===== src/rtl/char_seq_pkg.sv =====
// Shared codes and FSM encoding for the character sequencer.
// The spike-count option is enabled by defining CHAR_SEQ_SPIKE_CNT_EN.
package char_seq_pkg;

    localparam logic [1:0] CHAR_A = 2'b00;
    localparam logic [1:0] CHAR_J = 2'b01;
    localparam logic [1:0] CHAR_N = 2'b10;
    localparam logic [1:0] CHAR_X = 2'b11;

    localparam logic [1:0] ST_IDLE    = 2'd0;
    localparam logic [1:0] ST_PRESENT = 2'd1;
    localparam logic [1:0] ST_REST    = 2'd2;
    localparam logic [1:0] ST_DONE    = 2'd3;

    typedef enum logic [1:0] {
        S_IDLE    = ST_IDLE,
        S_PRESENT = ST_PRESENT,
        S_REST    = ST_REST,
        S_DONE    = ST_DONE
    } state_t;

endpackage


===== src/rtl/char_seq_if.sv =====
// Host/generator-side bundle of the character sequencer.
// Spike-count signals exist only when CHAR_SEQ_SPIKE_CNT_EN is defined.
interface char_seq_if #(
    parameter int MAX_CHARS = 8,
    parameter int CNT_W     = 16
`ifdef CHAR_SEQ_SPIKE_CNT_EN
    , parameter int SPIKE_W = 8
`endif
);
    localparam int IDX_W = $clog2(MAX_CHARS);
    localparam int LEN_W = IDX_W + 1;

    logic                   start;
    logic                   abort;
    logic [2*MAX_CHARS-1:0] seq_data;
    logic [LEN_W-1:0]       seq_len;
    logic [CNT_W-1:0]       hold_cycles;
    logic [CNT_W-1:0]       rest_cycles;
    logic [1:0]             char_select;
    logic                   pwm_en;
    logic                   busy;
    logic                   done;
    logic [IDX_W-1:0]       cur_idx;
`ifdef CHAR_SEQ_SPIKE_CNT_EN
    logic                   spike_in;
    logic [SPIKE_W-1:0]     spike_count;
    logic                   count_valid;
    logic [IDX_W-1:0]       count_idx;
`endif

    modport master (
        output start, abort, seq_data, seq_len, hold_cycles, rest_cycles,
        input  char_select, pwm_en, busy, done, cur_idx
`ifdef CHAR_SEQ_SPIKE_CNT_EN
        , output spike_in
        , input  spike_count, count_valid, count_idx
`endif
    );

    modport slave (
        input  start, abort, seq_data, seq_len, hold_cycles, rest_cycles,
        output char_select, pwm_en, busy, done, cur_idx
`ifdef CHAR_SEQ_SPIKE_CNT_EN
        , input  spike_in
        , output spike_count, count_valid, count_idx
`endif
    );

endinterface


===== src/rtl/char_seq_timer.sv =====
// Loadable down-counter with a registered zero flag, shared by the hold and rest phases.
module char_seq_timer #(
    parameter int CNT_W = 16
) (
    input  logic             clk,
    input  logic             rst,
    input  logic             load,
    input  logic             en,
    input  logic [CNT_W-1:0] load_val,
    output logic             zero
);

    logic [CNT_W-1:0] cnt;

    // Zero is registered alongside the count so the FSM sees it without a compare path.
    always_ff @(posedge clk) begin
        if (rst) begin
            cnt  <= '0;
            zero <= 1'b1;
        end else if (load) begin
            cnt  <= load_val;
            zero <= (load_val == '0);
        end else if (en && !zero) begin
            cnt  <= cnt - CNT_W'(1);
            zero <= (cnt == CNT_W'(1));
        end
    end

endmodule


===== src/rtl/char_seq_ctrl.sv =====
// Plays a latched list of characters into the pixel generator with hold/rest windows.
// Defining CHAR_SEQ_SPIKE_CNT_EN adds a per-window spike counter.
module char_seq_ctrl
    import char_seq_pkg::*;
#(
    parameter int MAX_CHARS = 8,
    parameter int CNT_W     = 16
`ifdef CHAR_SEQ_SPIKE_CNT_EN
    , parameter int SPIKE_W = 8
`endif
) (
    input  logic     clk,
    input  logic     rst,
    char_seq_if.slave bus
);

    localparam int IDX_W = $clog2(MAX_CHARS);
    localparam int LEN_W = IDX_W + 1;
    localparam int SEQ_W = 2 * MAX_CHARS;

    state_t           state, state_n;
    logic [SEQ_W-1:0] seq_sh;
    logic [CNT_W-1:0] hold_m1_sh;
    logic [CNT_W-1:0] rest_sh;
    logic [IDX_W-1:0] idx, idx_n;
    logic [IDX_W-1:0] rem, rem_n;
    logic             latch;
    logic             tmr_load;
    logic             tmr_en;
    logic             tmr_zero;
    logic [CNT_W-1:0] tmr_val;
    logic [LEN_W-1:0] len_clamped;
    logic [CNT_W-1:0] hold_m1_in;
    logic [SEQ_W-1:0] seq_src;
    logic [1:0]       sel_n;
    logic             window_end;

    assign len_clamped = (bus.seq_len > LEN_W'(MAX_CHARS)) ? LEN_W'(MAX_CHARS) : bus.seq_len;
    assign hold_m1_in  = (bus.hold_cycles == '0) ? '0 : bus.hold_cycles - CNT_W'(1);
    assign seq_src     = latch ? bus.seq_data : seq_sh;
    assign sel_n       = seq_src[{idx_n, 1'b0} +: 2];
    assign window_end  = (state == S_PRESENT) && tmr_zero && !bus.abort;

    char_seq_timer #(.CNT_W(CNT_W)) u_timer (
        .clk      (clk),
        .rst      (rst),
        .load     (tmr_load),
        .en       (tmr_en),
        .load_val (tmr_val),
        .zero     (tmr_zero)
    );

    // rem counts entries still to play after the current one, so idx can never pass len-1.
    always_comb begin
        state_n  = state;
        idx_n    = idx;
        rem_n    = rem;
        latch    = 1'b0;
        tmr_load = 1'b0;
        tmr_en   = 1'b0;
        tmr_val  = hold_m1_sh;
        case (state)
            S_IDLE: begin
                if (bus.start) begin
                    latch = 1'b1;
                    if (len_clamped == '0) begin
                        state_n = S_DONE;
                    end else begin
                        state_n  = S_PRESENT;
                        idx_n    = '0;
                        rem_n    = IDX_W'(len_clamped - LEN_W'(1));
                        tmr_load = 1'b1;
                        tmr_val  = hold_m1_in;
                    end
                end
            end
            S_PRESENT: begin
                if (!tmr_zero) begin
                    tmr_en = 1'b1;
                end else if (rest_sh != '0) begin
                    state_n  = S_REST;
                    tmr_load = 1'b1;
                    tmr_val  = rest_sh - CNT_W'(1);
                end else if (rem != '0) begin
                    idx_n    = idx + IDX_W'(1);
                    rem_n    = rem - IDX_W'(1);
                    tmr_load = 1'b1;
                end else begin
                    state_n = S_DONE;
                end
            end
            S_REST: begin
                if (!tmr_zero) begin
                    tmr_en = 1'b1;
                end else if (rem != '0) begin
                    state_n  = S_PRESENT;
                    idx_n    = idx + IDX_W'(1);
                    rem_n    = rem - IDX_W'(1);
                    tmr_load = 1'b1;
                end else begin
                    state_n = S_DONE;
                end
            end
            S_DONE:  state_n = S_IDLE;
            default: state_n = S_IDLE;
        endcase
        if (bus.abort) begin
            state_n  = S_IDLE;
            idx_n    = idx;
            rem_n    = rem;
            latch    = 1'b0;
            tmr_load = 1'b0;
            tmr_en   = 1'b0;
        end
    end

    // Outputs are decoded from the next state so they line up with the state register.
    always_ff @(posedge clk) begin
        if (rst) begin
            state           <= S_IDLE;
            idx             <= '0;
            rem             <= '0;
            seq_sh          <= '0;
            hold_m1_sh      <= '0;
            rest_sh         <= '0;
            bus.char_select <= CHAR_A;
            bus.pwm_en      <= 1'b0;
            bus.busy        <= 1'b0;
            bus.done        <= 1'b0;
            bus.cur_idx     <= '0;
        end else begin
            state <= state_n;
            idx   <= idx_n;
            rem   <= rem_n;
            if (latch) begin
                seq_sh     <= bus.seq_data;
                hold_m1_sh <= hold_m1_in;
                rest_sh    <= bus.rest_cycles;
            end
            if (state_n == S_PRESENT) begin
                bus.char_select <= sel_n;
            end
            bus.pwm_en  <= (state_n == S_PRESENT);
            bus.busy    <= (state_n == S_PRESENT) || (state_n == S_REST);
            bus.done    <= (state_n == S_DONE);
            bus.cur_idx <= idx_n;
        end
    end

`ifdef CHAR_SEQ_SPIKE_CNT_EN
    logic [SPIKE_W-1:0] acc;
    logic [SPIKE_W-1:0] acc_inc;

    assign acc_inc = (bus.spike_in && (acc != '1)) ? acc + SPIKE_W'(1) : acc;

    // The reported count includes the spike sampled on the window's final cycle.
    always_ff @(posedge clk) begin
        if (rst) begin
            acc             <= '0;
            bus.spike_count <= '0;
            bus.count_valid <= 1'b0;
            bus.count_idx   <= '0;
        end else begin
            bus.count_valid <= 1'b0;
            if (window_end) begin
                bus.spike_count <= acc_inc;
                bus.count_valid <= 1'b1;
                bus.count_idx   <= idx;
            end
            if ((state_n == S_PRESENT) && ((state != S_PRESENT) || window_end)) begin
                acc <= '0;
            end else if (state == S_PRESENT) begin
                acc <= acc_inc;
            end
        end
    end
`endif

endmodule


===== src/flat_wrapper.sv =====
// flat-port wrapper written by rule: the top's interface ports become plain ports
module char_seq_ctrl_flat import char_seq_pkg::*;
#(
    parameter int MAX_CHARS = 8,
    parameter int CNT_W     = 16

)
  (clk, rst, bus_start, bus_abort, bus_seq_data, bus_seq_len, bus_hold_cycles, bus_rest_cycles, bus_char_select, bus_pwm_en, bus_busy, bus_done, bus_cur_idx);
  char_seq_if #(.MAX_CHARS(MAX_CHARS), .CNT_W(CNT_W)) bus_i ();
  input  logic clk;
  input  logic rst;
  input wire logic [$bits(bus_i.start)-1:0] bus_start;
  input wire logic [$bits(bus_i.abort)-1:0] bus_abort;
  input wire logic [$bits(bus_i.seq_data)-1:0] bus_seq_data;
  input wire logic [$bits(bus_i.seq_len)-1:0] bus_seq_len;
  input wire logic [$bits(bus_i.hold_cycles)-1:0] bus_hold_cycles;
  input wire logic [$bits(bus_i.rest_cycles)-1:0] bus_rest_cycles;
  output wire logic [$bits(bus_i.char_select)-1:0] bus_char_select;
  output wire logic [$bits(bus_i.pwm_en)-1:0] bus_pwm_en;
  output wire logic [$bits(bus_i.busy)-1:0] bus_busy;
  output wire logic [$bits(bus_i.done)-1:0] bus_done;
  output wire logic [$bits(bus_i.cur_idx)-1:0] bus_cur_idx;
  assign bus_i.start = bus_start;
  assign bus_i.abort = bus_abort;
  assign bus_i.seq_data = bus_seq_data;
  assign bus_i.seq_len = bus_seq_len;
  assign bus_i.hold_cycles = bus_hold_cycles;
  assign bus_i.rest_cycles = bus_rest_cycles;
  assign bus_char_select = bus_i.char_select;
  assign bus_pwm_en = bus_i.pwm_en;
  assign bus_busy = bus_i.busy;
  assign bus_done = bus_i.done;
  assign bus_cur_idx = bus_i.cur_idx;
  char_seq_ctrl #(.MAX_CHARS(MAX_CHARS), .CNT_W(CNT_W)) u_core (.clk(clk), .rst(rst), .bus(bus_i));
endmodule

===== config.mk =====
export PLATFORM = sky130hd
export DESIGN_NAME = char_seq_ctrl_flat
export DESIGN_NICKNAME = d
export VERILOG_FILES = /design/src/rtl/char_seq_pkg.sv /design/src/rtl/char_seq_if.sv /design/src/rtl/char_seq_timer.sv /design/src/rtl/char_seq_ctrl.sv /design/src/flat_wrapper.sv
export SDC_FILE = /design/constraint.sdc
export NUM_CORES = 1
export LEC_CHECK = 0
export BUFFER_PORTS_ARGS = -buffer_cell sky130_fd_sc_hd__buf_2
export CAP_MARGIN = 25
export CORE_MARGIN = 2
export CORE_UTILIZATION = 65
export CTS_BUF_LIST = sky130_fd_sc_hd__clkbuf_2
export DETAILED_ROUTE_END_ITERATION = 16
export GPL_TIMING_DRIVEN = 0
export PLACE_DENSITY_LB_ADDON = 0.12
export REMOVE_ABC_BUFFERS = 1
export SLEW_MARGIN = 15
export SYNTH_ARGS = -nofsm -noshare
export SYNTH_HDL_FRONTEND = slang
export SYNTH_SLANG_ARGS = --single-unit

===== constraint.sdc =====
create_clock -name clk -period 8.4 [get_ports clk]
set_clock_uncertainty 0.15 [all_clocks]
set_input_delay 1.26 -clock clk [delete_from_list [all_inputs] [get_ports clk]]
set_output_delay 1.26 -clock clk [all_outputs]
set_load 0.01 [all_outputs]

==> impl_metrics.py, run 1 <==
metrics = {
    "outcome": {
        "status": "finished clean",
    },
    "cts": {
        "cts_root_buf": "clkbuf_2",
        "hold_buffers": 0,
        "htreeDepth": 3,
        "insertion_delay_ns": 0.53,
        "cts_buffers": 9,
        "path_clk_slew_ns": 0.21,
        "cts_setup_buffers": 0,
        "clk_path_buf_depth": 2,
        "cts_sinks": 78,
        "cts_tree": "built",
        "cts_resized": 0,
    },
    "global_routing": {
        "overflow": 0,
        "antenna_found_initial": 0,
        "grt_use_total": 0.299,
        "first_global_vias": 4327,
        "grt_first_pass_wirelength_microns": 20400,
        "grt_max_degree": 79,
    },
    "detailed_routing": {
        "wl_met1_microns": 5400,
        "highest_layer": "met4",
        "dr.pass1.iters": 5,
        "finalWirelength_microns": 12300,
        "drc": 0,
        "drtIter0Drc": 416,
        "vias": 4841,
        "routed-wl-met2_microns": 5820,
        "detail-route-antenna-nets": 0,
        "wl_per_cell_microns": 15.8,
        "wl_met3_microns": 799,
        "routed_via_density": 6.21,
    },
    "power_and_ir_drop": {
        "combPwrFrac": 0.280,
        "p_leak_nw": 2.05,
        "vdd_drop_max_mv": 0.116,
        "internal-power_uw": 522,
        "sw_frac_of_total": 0.358,
        "seq_power_share": 0.511,
        "powerDensity_nw_per_um2": 153,
        "p_sw_uw": 291,
        "clkPwrFrac": 0.209,
    },
    "timing": {
        "rsz0062_at_grt": "false",
        "tightest_slew_ns": 0.910,
        "finalSetupTns_ns": 0,
        "drv_slew": 0,
        "fmax_ghz": 0.281,
        "relSlewSlack": 0.390,
        "holdWs_ns": 0.323,
        "setup_viol": 0,
        "fin_crit_sh": 0.424,
        "finalCriticalPeriod_ns": 3.56,
        "hold_violations": 0,
    },
    "finish": {
        "layout_commonest_cell": "nand2_1",
        "drive_gt1_frac": 0.176,
        "instances_no_fill": 779,
        "final_core_util": 0.730,
        "diodes": 0,
        "final_cell_area_sq_um": 5320,
        "syn2layout_area_growth_pct": 8.28,
        "seqCellArea_sq_um": 1560,
        "final_cell_mix": "nand2_1 (93), nor2_1 (81), dfxtp_1 (78), a21oi_1 (68), buf_2 (62)",
        "multi_input_area_sq_um": 3110,
        "nets": 744,
        "fillCellCount": 646,
    },
    "worst_setup_path": {
        "reg2reg_depth": 10,
        "cp-start-kind": "primary input",
        "rr_endpoint": "u_core.bus.char_select[1]$_SDFFE_PP0P_",
        "crit_arrival_ns": 3.89,
        "end_kind": "flip-flop",
        "r2r_start": "u_core.state[0]$_SDFF_PP0_",
        "crit_path_max_fanout": 5,
        "ff2ff_setup_slack_ns": 4.95,
        "critPathKind": "primary input to flip-flop",
        "cp_data_required_time_ns": 8.72,
    },
    "worst_hold_path": {
        "hold_path_end": "u_core.seq_sh[15]$_SDFF_PP0_",
        "min_from": "u_core.seq_sh[15]$_SDFF_PP0_",
        "min_path_type": "flip-flop to flip-flop",
        "hold_path_depth": 2,
    },
    "logic_synthesis": {
        "synth_cell_types": 88,
        "synthArstFlopShare": 0,
        "avgSynthCellArea_sq_um": 7.73,
        "synth_cells": 636,
        "ys_ff_latch": 78,
        "synth-seq-area-share": 0.318,
        "ys.flop_type": "dfxtp_1",
        "synth_edf_count": 0,
        "netlist_area_sq_um": 4910,
        "yosysWarningCount": 0,
    },
    "placement": {
        "placed_area_sq_um": 5230,
        "hpwl_microns": 8810,
        "dp_cells": 763,
        "io_buffer_count": 63,
        "gp_congestion": 0.948,
    },
    "floorplan": {
        "die_x_microns": 90.9,
        "num_rows": 31,
        "die-area_sq_um": 8270,
        "core_region_area_sq_um": 7290,
        "fp.dieH_microns": 90.9,
        "pin_count": 64,
        "start_util": 0.674,
    },
    "job": {
        "cap_viol_max_count": 0,
    },
}
## how the worst max path moves through the flow
stage / startpoint / end / slack (ns) / depth (start not counted)
finish: bus_hold_cycles[12] / u_core.u_timer.zero$_SDFFE_PP1P_ / 4.84 / 9
global route: u_core.state[0]$_SDFF_PP0_ / u_core.bus.char_select[1]$_SDFFE_PP0P_ / 4.78 / 10
CTS: bus_hold_cycles[12] / u_core.u_timer.zero$_SDFFE_PP1P_ / 4.87 / 9
detailed placement: bus_hold_cycles[12] / u_core.u_timer.zero$_SDFFE_PP1P_ / 4.31 / 9
global placement: bus_abort / u_core.bus.char_select[0]$_SDFFE_PP0P_ / 3.23 / 7
floorplan: bus_abort / u_core.bus.char_select[0]$_SDFFE_PP0P_ / 4.33 / 6
## logic make-up (layout without fill, tap and decap cells)
family          after synthesis  in the layout  share of synthesized area
compound gates              156            156                      0.213
xor+xnor                     40             40                     0.0713
fa+ha+maj                    12             12                     0.0306
buf+inv                      52             96                     0.0504
flops                        78             78                      0.318
mux                           8              8                     0.0173
simple gates                290            290                      0.300
## final cells by class
type | count | area share
well taps | 99 | 0.0233
clock inverters | 5 | 0.00517
clock buffers | 10 | 0.00941
inverters | 13 | 0.00917
repair buffers | 68 | 0.0748
multi-input cells | 506 | 0.585
flip-flops and latches | 78 | 0.294
## synthesized netlist by cell type, drive strengths merged (3+ instances only)
cell	count	area share
nand4	6	0.012
inv	13	0.0099
nor3b	7	0.011
mux2	4	0.0092
nor4	9	0.017
and3	4	0.0056
o22ai	10	0.014
nor4b	4	0.0084
buf	9	0.0084
nand3	6	0.0087
nor3	37	0.041
dfxtp	78	0.32
o31a	3	0.0053
or3	10	0.014
mux2i	4	0.0081
a221oi	4	0.0084
nor2	83	0.064
o21ai	11	0.011
a21oi	69	0.071
o21bai	3	0.0069
a22oi	3	0.0056
xnor2	23	0.041
nor2b	4	0.0051
or4	6	0.011
clkbuf	29	0.028
a211oi	20	0.031
nand2	94	0.072
o211ai	3	0.0046
o32ai	3	0.0053
nand3b	5	0.0076
ha	12	0.031
nand2b	3	0.0038
or2	5	0.0064
xor2	17	0.030
## routing by layer
metal  GRT usage  up-vias
li1            -     2360
met1       0.402     2233
met2       0.500      219
met3      0.0357       29
met4      0.0972        0
met5           0        -
## registers in the layout, summed over array words and instances, names as in the netlist
register / count
u_core.state: 2
u_core.bus.char_select: 2
u_core.seq_sh: 16
u_core.rem: 3
u_core.bus.done: 1
u_core.u_timer.cnt: 16
u_core.hold_m1_sh: 16
u_core.rest_sh: 16
u_core.bus.cur_idx: 3
u_core.bus.busy: 1
u_core.bus.pwm_en: 1
u_core.u_timer.zero: 1
## through the flow
step | worst slack (ns) | total power [mW]
finish | 4.84 | 0.813
global route | 4.78 | 0.855
CTS | 4.87 | 0.807
detailed placement | 4.31 | 0.644
global placement | 3.23 | 0.632
floorplan | 4.33 | 0.569
## critical path: stages
cell,delay (ns)
buf_2,0.12
or4_4,0.56
or3_4,0.37
nor2_2,0.09
nor2_1,0.08
a222oi_1,0.58
nand4_1,0.14
or4_1,0.47
o31ai_2,0.22
## power by group through the flow
stage / Combinational [mW] / Sequential [mW] / Clock (mW)
after floorplan: 0.150 / 0.419 / 0
after global routing: 0.249 / 0.419 / 0.187
after CTS: 0.223 / 0.415 / 0.169
after detailed placement: 0.221 / 0.423 / 0
after global placement: 0.211 / 0.421 / 0
final: 0.228 / 0.416 / 0.170
Power figures use the tool's default switching activity.
==> run 2, diff against run 1 <==
--- a/config.mk
+++ b/config.mk
@@ -8,7 +8,7 @@
 export BUFFER_PORTS_ARGS = -buffer_cell sky130_fd_sc_hd__buf_2
 export CAP_MARGIN = 25
 export CORE_MARGIN = 2
-export CORE_UTILIZATION = 65
+export CORE_UTILIZATION = 54
 export CTS_BUF_LIST = sky130_fd_sc_hd__clkbuf_2
 export DETAILED_ROUTE_END_ITERATION = 16
 export GPL_TIMING_DRIVEN = 0
==> constraint.sdc (replaced) <==
create_clock -name clk -period 3.2 [get_ports clk]
set_clock_uncertainty 0.15 [all_clocks]
set_input_delay 0.48 -clock clk [delete_from_list [all_inputs] [get_ports clk]]
set_output_delay 0.48 -clock clk [all_outputs]
set_load 0.01 [all_outputs]
==> impl_metrics.py, run 2 (synthesis gave the netlist of run 1 again) <==
metrics = {
    "cts": {
        "cts_sinks": 78,
        "path_clk_slew_ns": 0.22,
        "clk_path_buf_depth": 2,
        "insertion_delay_ns": 0.50,
        "cts_tree": "built",
        "cts_buffers": 9,
        "htreeDepth": 3,
        "cts_root_buf": "clkbuf_2",
    },
    "global_routing": {
        "antenna_found_initial": 0,
        "grt_first_pass_wirelength_microns": 20900,
        "grt_use_total": 0.258,
        "first_global_vias": 4382,
        "overflow": 0,
        "grt_max_degree": 79,
    },
    "floorplan": {
        "start_util": 0.561,
        "die_x_microns": 99.4,
        "die-area_sq_um": 9880,
        "core_region_area_sq_um": 8760,
        "pin_count": 64,
        "num_rows": 34,
        "fp.dieH_microns": 99.4,
    },
    "power_and_ir_drop": {
        "p_total_mw": 2.33,
        "vdd_drop_max_mv": 0.290,
        "powerDensity_nw_per_um2": 417,
        "p_leak_nw": 2.15,
    },
    "worst_setup_path": {
        "crit_path_max_fanout": 6,
        "cp-start-kind": "flip-flop",
        "end_kind": "flip-flop",
        "cp_data_required_time_ns": 3.49,
        "crit_arrival_ns": 3.36,
        "ff2ff_setup_slack_ns": 0.14,
        "slowest_stage": "or4_1",
        "critPathKind": "flip-flop to flip-flop",
        "crit_chain": "inv_1, ha_2, nor3b_2, nand4_2, and3_2, a222oi_1, buf_4, nand4_1, or4_1, o31ai_2",
        "slowest_delay_ns": 0.44,
    },
    "finish": {
        "multi_input_area_sq_um": 3190,
        "final_cell_area_sq_um": 5590,
        "diodes": 0,
        "layout_commonest_cell": "nand2_1",
        "seqCellArea_sq_um": 1560,
        "drive_gt1_frac": 0.199,
        "fillCellCount": 832,
        "syn2layout_area_growth_pct": 13.7,
        "nets": 756,
        "final_core_util": 0.638,
        "final_cell_mix": "nand2_1 (93), nor2_1 (81), dfxtp_1 (76), a21oi_1 (68), buf_2 (62)",
    },
    "outcome": {
        "status": "finished clean",
    },
    "placement": {
        "gp_congestion": 0.884,
        "hpwl_microns": 8960,
        "placed_area_sq_um": 5260,
        "io_buffer_count": 63,
    },
    "detailed_routing": {
        "finalWirelength_microns": 12600,
        "detail-route-antenna-nets": 0,
        "vias": 4788,
        "routed_via_density": 5.98,
        "drtIter0Drc": 291,
        "wl_per_cell_microns": 15.8,
        "dr.pass1.iters": 7,
        "drc": 0,
    },
    "timing": {
        "fin_crit_sh": 0.957,
        "relSlewSlack": 0.416,
        "rsz0062_at_grt": "true",
        "hold_violations": 0,
        "setup_viol": 0,
        "drv_slew": 0,
        "tightest_slew_ns": 0.872,
        "fmax_ghz": 0.326,
        "finalCriticalPeriod_ns": 3.06,
    },
    "job": {
        "cap_viol_max_count": 0,
    },
    "worst_hold_path": {
        "min_path_type": "primary input to flip-flop",
    },
}
run 2: changes by cell type in the layout (fill, tap and decap cells not counted), sizes merged:
cell	previous run	this run
buf	68	73
clkinv	4	3
dlygate4sd3	0	7
bufinv	0	2
clkbuf	10	11
clkinvlp	1	0
run 2: cell type report:
| cell class | instances | share of cell area |
|---|---|---|
| sequential | 78 | 0.280 |
| inverter | 13 | 0.00873 |
| clock buffer | 11 | 0.00985 |
| clock inverter | 5 | 0.0132 |
| tap | 108 | 0.0242 |
| timing repair buffer | 80 | 0.0927 |
| multi-input combinational | 506 | 0.571 |
run 2: power by group:
| part | internal (mW) | total [mW] | leakage, nW | switching [mW] |
|---|---|---|---|---|
| registers | 1.03 | 1.09 | 0.639 | 0.0593 |
| clock network | 0.261 | 0.609 | 0.0833 | 0.348 |
| logic | 0.263 | 0.629 | 1.43 | 0.366 |
run 2: repair_timing:
action	CTS	global route
hold buffers	1	6
setup buffers	2	4
gates resized for setup	6	13
hold endpoints to repair	1	6
endpoints found under the setup margin	4	10
pin swaps	3	4
run 2: critical path: cells and delay by family (launching register included):
kind | cells | cell delay (ns)
simple gates | 5 | 1.34
buf+inv | 2 | 0.30
compound gates | 2 | 0.59
fa+ha+maj | 1 | 0.25
flops | 1 | 0.40
run 2: worst paths after layout:
| kind | to | from | cells after the start |
|---|---|---|---|
| setup reg to reg | u_core.u_timer.zero$_SDFFE_PP1P_ | u_core.rest_sh[0]$_SDFFE_PP0P_ | 10 |
| setup / recovery | u_core.u_timer.zero$_SDFFE_PP1P_ | u_core.rest_sh[0]$_SDFFE_PP0P_ | 10 |
| hold reg to reg | u_core.seq_sh[13]$_SDFF_PP0_ | u_core.seq_sh[13]$_SDFF_PP0_ | 2 |
| hold / removal | u_core.rest_sh[8]$_SDFFE_PP0P_ | bus_rest_cycles[8] | 3 |
run 2: metal layers:
metal,track usage,routed length (microns),up-vias
met5,0,0,-
met2,0.415,5950,147
met4,0.0632,165,0
li1,-,-,2379
met1,0.366,5980,2241
met3,0.0365,554,21
run 2: stage by stage:
stage	setup TNS, ns	setup WS (ns)	hold WS, ns	std cells
6_report	0	0.136	0.0394	801
5_1_grt	-0.0311	-0.0226	0.000471	801
4_1_cts	0	0.0435	0.00106	791
3_5_place_dp	-0.593	-0.247	0.298	772
3_3_place_gp	-20.23	-1.55	0.290	768
2_1_floorplan	-0.671	-0.380	0.276	597
